$ cat src/rtl/seq_det_pkg.sv
// ============================================================================
// Module  : seq_det_pkg
// Purpose : Shared defaults and helpers for the programmable pattern detector.
// Rev     : 1.0  initial release
// ============================================================================
`default_nettype none

package seq_det_pkg;

    localparam int          c_max_len         = 8;
    localparam int          c_cnt_w           = 8;
    localparam logic [7:0]  c_default_pattern = 8'b0010_1101;
    localparam int          c_default_len     = 6;

    function automatic int len_width(input int max_len);
        return $clog2(max_len + 1);
    endfunction

    // Low `len` bits set; patterns are limited to 32 bits by this mask width.
    function automatic logic [31:0] window_mask(input int unsigned len);
        if (len >= 32)
            return '1;
        return (32'd1 << len) - 32'd1;
    endfunction

endpackage

`default_nettype wire

$ cat src/rtl/sat_counter.sv
// ============================================================================
// Module  : sat_counter
// Purpose : Saturating event counter; a clear coinciding with an event gives 1.
// Rev     : 1.0  initial release
// ============================================================================
`default_nettype none

module sat_counter #(
    parameter int CNT_W = 8
) (
    input  logic             clk,
    input  logic             reset,
    input  logic             clr_i,
    input  logic             inc_i,
    output logic [CNT_W-1:0] count_o
);

    logic [CNT_W-1:0] count_q;
    logic [CNT_W-1:0] count_d;

    always_comb begin
        count_d = count_q;
        if (clr_i)
            count_d = inc_i ? CNT_W'(1) : '0;
        else if (inc_i && (count_q != '1))
            count_d = count_q + CNT_W'(1);
    end

    always_ff @(posedge clk) begin
        if (!reset)
            count_q <= '0;
        else
            count_q <= count_d;
    end

    assign count_o = count_q;

endmodule

`default_nettype wire

$ cat src/rtl/seq_detector_prog.sv
// ============================================================================
// Module  : seq_detector_prog
// Purpose : Runtime-programmable serial pattern detector with Mealy match flag.
// Rev     : 1.0  initial release
// ============================================================================
`default_nettype none

module seq_detector_prog
    import seq_det_pkg::*;
#(
    parameter int                 MAX_LEN         = c_max_len,
    parameter int                 LEN_W           = len_width(MAX_LEN),
    parameter int                 CNT_W           = c_cnt_w,
    parameter logic [MAX_LEN-1:0] DEFAULT_PATTERN = MAX_LEN'(c_default_pattern),
    parameter int                 DEFAULT_LEN     = c_default_len
) (
    input  logic               clk,
    input  logic               reset,
    input  logic               cfg_load,
    input  logic [MAX_LEN-1:0] cfg_pattern,
    input  logic [LEN_W-1:0]   cfg_len,
    input  logic               cfg_overlap,
    input  logic               clr_count,
    input  logic               in_valid,
    input  logic               in_bit,
    output logic               match,
    output logic [CNT_W-1:0]   match_count,
    output logic [LEN_W-1:0]   fill
);

    logic [MAX_LEN-1:0] pat_q,  pat_d;
    logic [LEN_W-1:0]   len_q,  len_d;
    logic               ovl_q,  ovl_d;
    logic [MAX_LEN-2:0] hist_q, hist_d;
    logic [LEN_W-1:0]   fill_q, fill_d;

    logic [MAX_LEN-1:0] w_cand;
    logic [31:0]        w_mask;
    logic [31:0]        w_diff;
    logic               w_window_eq;
    logic               w_fill_ok;
    logic [LEN_W-1:0]   w_cfg_len_sat;
    logic [LEN_W-1:0]   w_fill_inc;

    // Newest bit sits at position 0, matching pattern bit 0 being the last received.
    assign w_cand      = {hist_q, in_bit};
    assign w_mask      = window_mask(32'(len_q));
    assign w_diff      = 32'(w_cand ^ pat_q);
    assign w_window_eq = ((w_diff & w_mask) == 32'd0);
    assign w_fill_ok   = (fill_q >= (len_q - LEN_W'(1)));

    assign match = reset & ~cfg_load & in_valid & (len_q != '0) & w_fill_ok & w_window_eq;

    assign w_cfg_len_sat = (cfg_len > LEN_W'(MAX_LEN)) ? LEN_W'(MAX_LEN) : cfg_len;
    assign w_fill_inc    = (fill_q == LEN_W'(MAX_LEN)) ? fill_q : fill_q + LEN_W'(1);

    always_comb begin
        pat_d  = pat_q;
        len_d  = len_q;
        ovl_d  = ovl_q;
        hist_d = hist_q;
        fill_d = fill_q;
        if (cfg_load) begin
            pat_d  = cfg_pattern;
            len_d  = w_cfg_len_sat;
            ovl_d  = cfg_overlap;
            hist_d = '0;
            fill_d = '0;
        end else if (in_valid) begin
            if (match && !ovl_q) begin
                hist_d = '0;
                fill_d = '0;
            end else begin
                hist_d = w_cand[MAX_LEN-2:0];
                fill_d = w_fill_inc;
            end
        end
    end

    always_ff @(posedge clk) begin
        if (!reset) begin
            pat_q  <= DEFAULT_PATTERN;
            len_q  <= LEN_W'(DEFAULT_LEN);
            ovl_q  <= 1'b1;
            hist_q <= '0;
            fill_q <= '0;
        end else begin
            pat_q  <= pat_d;
            len_q  <= len_d;
            ovl_q  <= ovl_d;
            hist_q <= hist_d;
            fill_q <= fill_d;
        end
    end

    assign fill = fill_q;

    sat_counter #(
        .CNT_W (CNT_W)
    ) u_match_cnt (
        .clk     (clk),
        .reset   (reset),
        .clr_i   (clr_count),
        .inc_i   (match),
        .count_o (match_count)
    );

endmodule

`default_nettype wire

$ cat config.mk
export PLATFORM = sky130hd
export DESIGN_NAME = seq_detector_prog
export DESIGN_NICKNAME = d
export VERILOG_FILES = /design/src/rtl/seq_det_pkg.sv /design/src/rtl/sat_counter.sv /design/src/rtl/seq_detector_prog.sv
export SDC_FILE = /design/constraint.sdc
export NUM_CORES = 1
export LEC_CHECK = 0
export BUFFER_PORTS_ARGS = -buffer_cell sky130_fd_sc_hd__clkbuf_2
export CORE_UTILIZATION = 25
export DETAILED_ROUTE_END_ITERATION = 16
export PLACE_DENSITY = 0.5
export REMOVE_ABC_BUFFERS = 1
export SETUP_SLACK_MARGIN = 0.02
export SKIP_CTS_REPAIR_TIMING = 1
export SYNTH_ARGS = -nofsm -noshare
export SYNTH_HDL_FRONTEND = slang
export SYNTH_HIERARCHICAL = 1
export SYNTH_SLANG_ARGS = --single-unit
$ cat constraint.sdc
create_clock -name clk -period 4.26 [get_ports clk]
set_clock_uncertainty 0.05 [all_clocks]
set_input_delay 0.213 -clock clk [delete_from_list [all_inputs] [get_ports clk]]
set_output_delay 0.213 -clock clk [all_outputs]
set_load 0.05 [all_outputs]
==> impl_metrics.ini <==
[layout]
layout_commonest_cell = dfxtp_1
final_cell_mix = 32 x dfxtp_1, 31 x clkbuf_2, 14 x nand2_1
stdcell_area_um2 = 2310
antennaDiodeCount = 0
area_delta_synth_final_pct = 18.1
multi_input_area_um2 = 1230
fillers = 770
seq_area_um2 = 641
drive_above_1_share_pct = 20.6
nNetsFinal = 269

[die]
core_area_um2 = 7410
start_util_pct = 26.4
ioPinCount = 32
die_area_um2 = 8190
die_w_um = 90.5
die_y_um = 90.5
rows = 31

[synthesis]
synth_edf_count = 0
synth_cell_types = 58
ys_warn_count = 6
ys.flop_type = dfxtp_1
syn_area_um2 = 1960
async_flop_share_pct = 0
ys_ff_latch = 32
avgSynthCellArea_um2 = 9.37
ys_seq_area_share_pct = 32.7
postSynthCellCount = 209

[critical_path]
cp-start-kind = flip-flop
critPathKind = reg2reg
endpoint_kind = flip-flop
worst_ep_arrival_time_ns = 3.95
reg2reg_depth = 12
worstPathRequired_ns = 4.38
crit_path_max_fanout = 9

[clock_tree]
htree_levels = 2
root_buffer = clkbuf_8
cts_made_buffers = 5
clock-sinks = 32
clock_path_buffers = 2
clock_latency_ns = 0.29
cts_tree = built
clkTransAtPathRegs_ns = 0.07

[hold_path]
hold_depth = 3
worstHoldPathType = in2reg

[global_route]
busiest_layer = met1
grtUsageMet1_pct = 16.5
grt_util_met3_pct = 3.03
grt_pass1_wl_um = 7550
grt_overflow_total = 0
first_global_vias = 1484
gr-usage-all-layers_pct = 11.6
antenna_found_initial = 0
use_met2_pct = 16.0
grt_max_degree = 19

[sta]
fmax_ghz = 0.261
finalHoldViolCount = 0
fin_setup_tns_ns = 0
fin_hold_ws_ns = 0.0865
drv_slew = 0
max-slew-margin-rel_pct = 58.0
rsz0062_at_grt = no
finalCritPeriodShare_pct = 90.0
period_needed_ns = 3.83
setup_viol = 0
tightestPinTransition_ns = 0.614

[placed_design]
portBuffers = 31
hpwlAfterDp_um = 3200
place_congestion = 0.789
placed_area_um2 = 2190

[routing]
initialDrtViolationCount = 69
route.vias.total = 1621
drt_wl_total_um = 4470
routed_via_density = 4.81
drt_pass1_iterations = 4
ant_nets = 0
drcViolationCount = 0
wl_per_cell_um = 13.3

[pwr]
ir_drop_uv = 84.8
powerDensity_nw_per_um2 = 319
leakage_nw = 0.901

[flow_run]
cap_violations = 0

[status]
outcome = completed
-- cells in the mapped netlist (3+ instances only) --
cell      number  area, um^2
dfxtp_1       32         641
nand2_1       14        52.6
ha_1          13         163
mux2i_1       13         130
nand2b_1      10        62.6
inv_1          9        33.8
nor3_1         9        45.0
a21oi_1        8        40.0
nor2b_1        7        43.8
o311ai_1       7        61.3
xnor2_1        7        61.3
xor2_1         6        52.6
buf_2          4        20.0
clkbuf_1       4        15.0
o21ai_0        4        20.0
nand3_1        3        15.0
nand3b_1       3        22.5
nand4_1        3        18.8
nor4_1         3        18.8
o31a_1         3        26.3
-- routing by layer --
layer	vias up	part of all wire [%]
met4	0	1.7
met3	6	3.2
met1	745	54
li1	840	-
met5	-	0
met2	30	41
-- power by group --
group          switching [mW]  internal, mW
logic                  0.0496        0.0415
registers              0.0110         0.308
clock network           0.121         0.206
total                   0.181         0.556
-- worst paths after layout --
kind | start | endpoint | slack (ns)
min reg2reg | hist_q[6] | hist_q[6] | 0.45
max | len_q[0] | u_match_cnt/count_o[5] | 0.43
min | cfg_pattern[5] | pat_q[5] | 0.09
max reg2reg | len_q[0] | u_match_cnt/count_o[5] | 0.43
-- state kept, by name (all words and copies together), names as in the netlist --
signal / cells
fill: 4
u_match_cnt/count_o: 8
len_q: 4
hist_q: 7
pat_q: 8
ovl_q: 1
-- stage by stage --
stage | total power, mW | std cells | utilization [%] | setup slack, ns
CTS | 0.746 | 337 | 31.2 | 0.446
floorplan | 0.385 | 198 | - | -0.443
global placement | 0.417 | 329 | 29.5 | 0.592
finish | 0.737 | 337 | 31.2 | 0.425
global route | 0.772 | 337 | 31.2 | 0.166
detailed placement | 0.417 | 329 | 29.5 | 0.476
-- worst max-delay path, cell delays in order, from the launching register on --
cell       delay (ns)
dfxtp_1          0.35
inv_1            0.16
ha_1             0.37
or3b_1           0.42
ha_1             0.31
nor4b_1          0.20
o41ai_2          0.40
o2111ai_2        0.31
nor3_1           0.29
buf_4            0.19
nand4_2          0.16
a2111oi_0        0.43
nor3b_1          0.09
-- cell families (layout without fill, tap and decap cells) --
kind of cell	after synthesis	count (layout)	share of synthesized area [%]
and+or+nand+nor	72	72	23.3
AOI/OAI and AO/OA	46	46	18.6
DFF	32	32	32.7
buffers and inverters	20	49	4.66
adders and majority gates	13	13	8.31
xor gates and xnor gates	13	13	5.81
muxes	13	13	6.65
-- layout make-up --
| cell class | instances | area share, % |
|---|---|---|
| Multi-Input combinational cell | 157 | 53.0 |
| Clock buffer | 7 | 4.16 |
| Clock inverter | 1 | 1.30 |
| Inverter | 9 | 1.46 |
| Sequential cell | 32 | 27.7 |
| Timing Repair Buffer | 32 | 7.03 |
| Tap cell | 99 | 5.35 |
(Power assumes the default switching activity.)
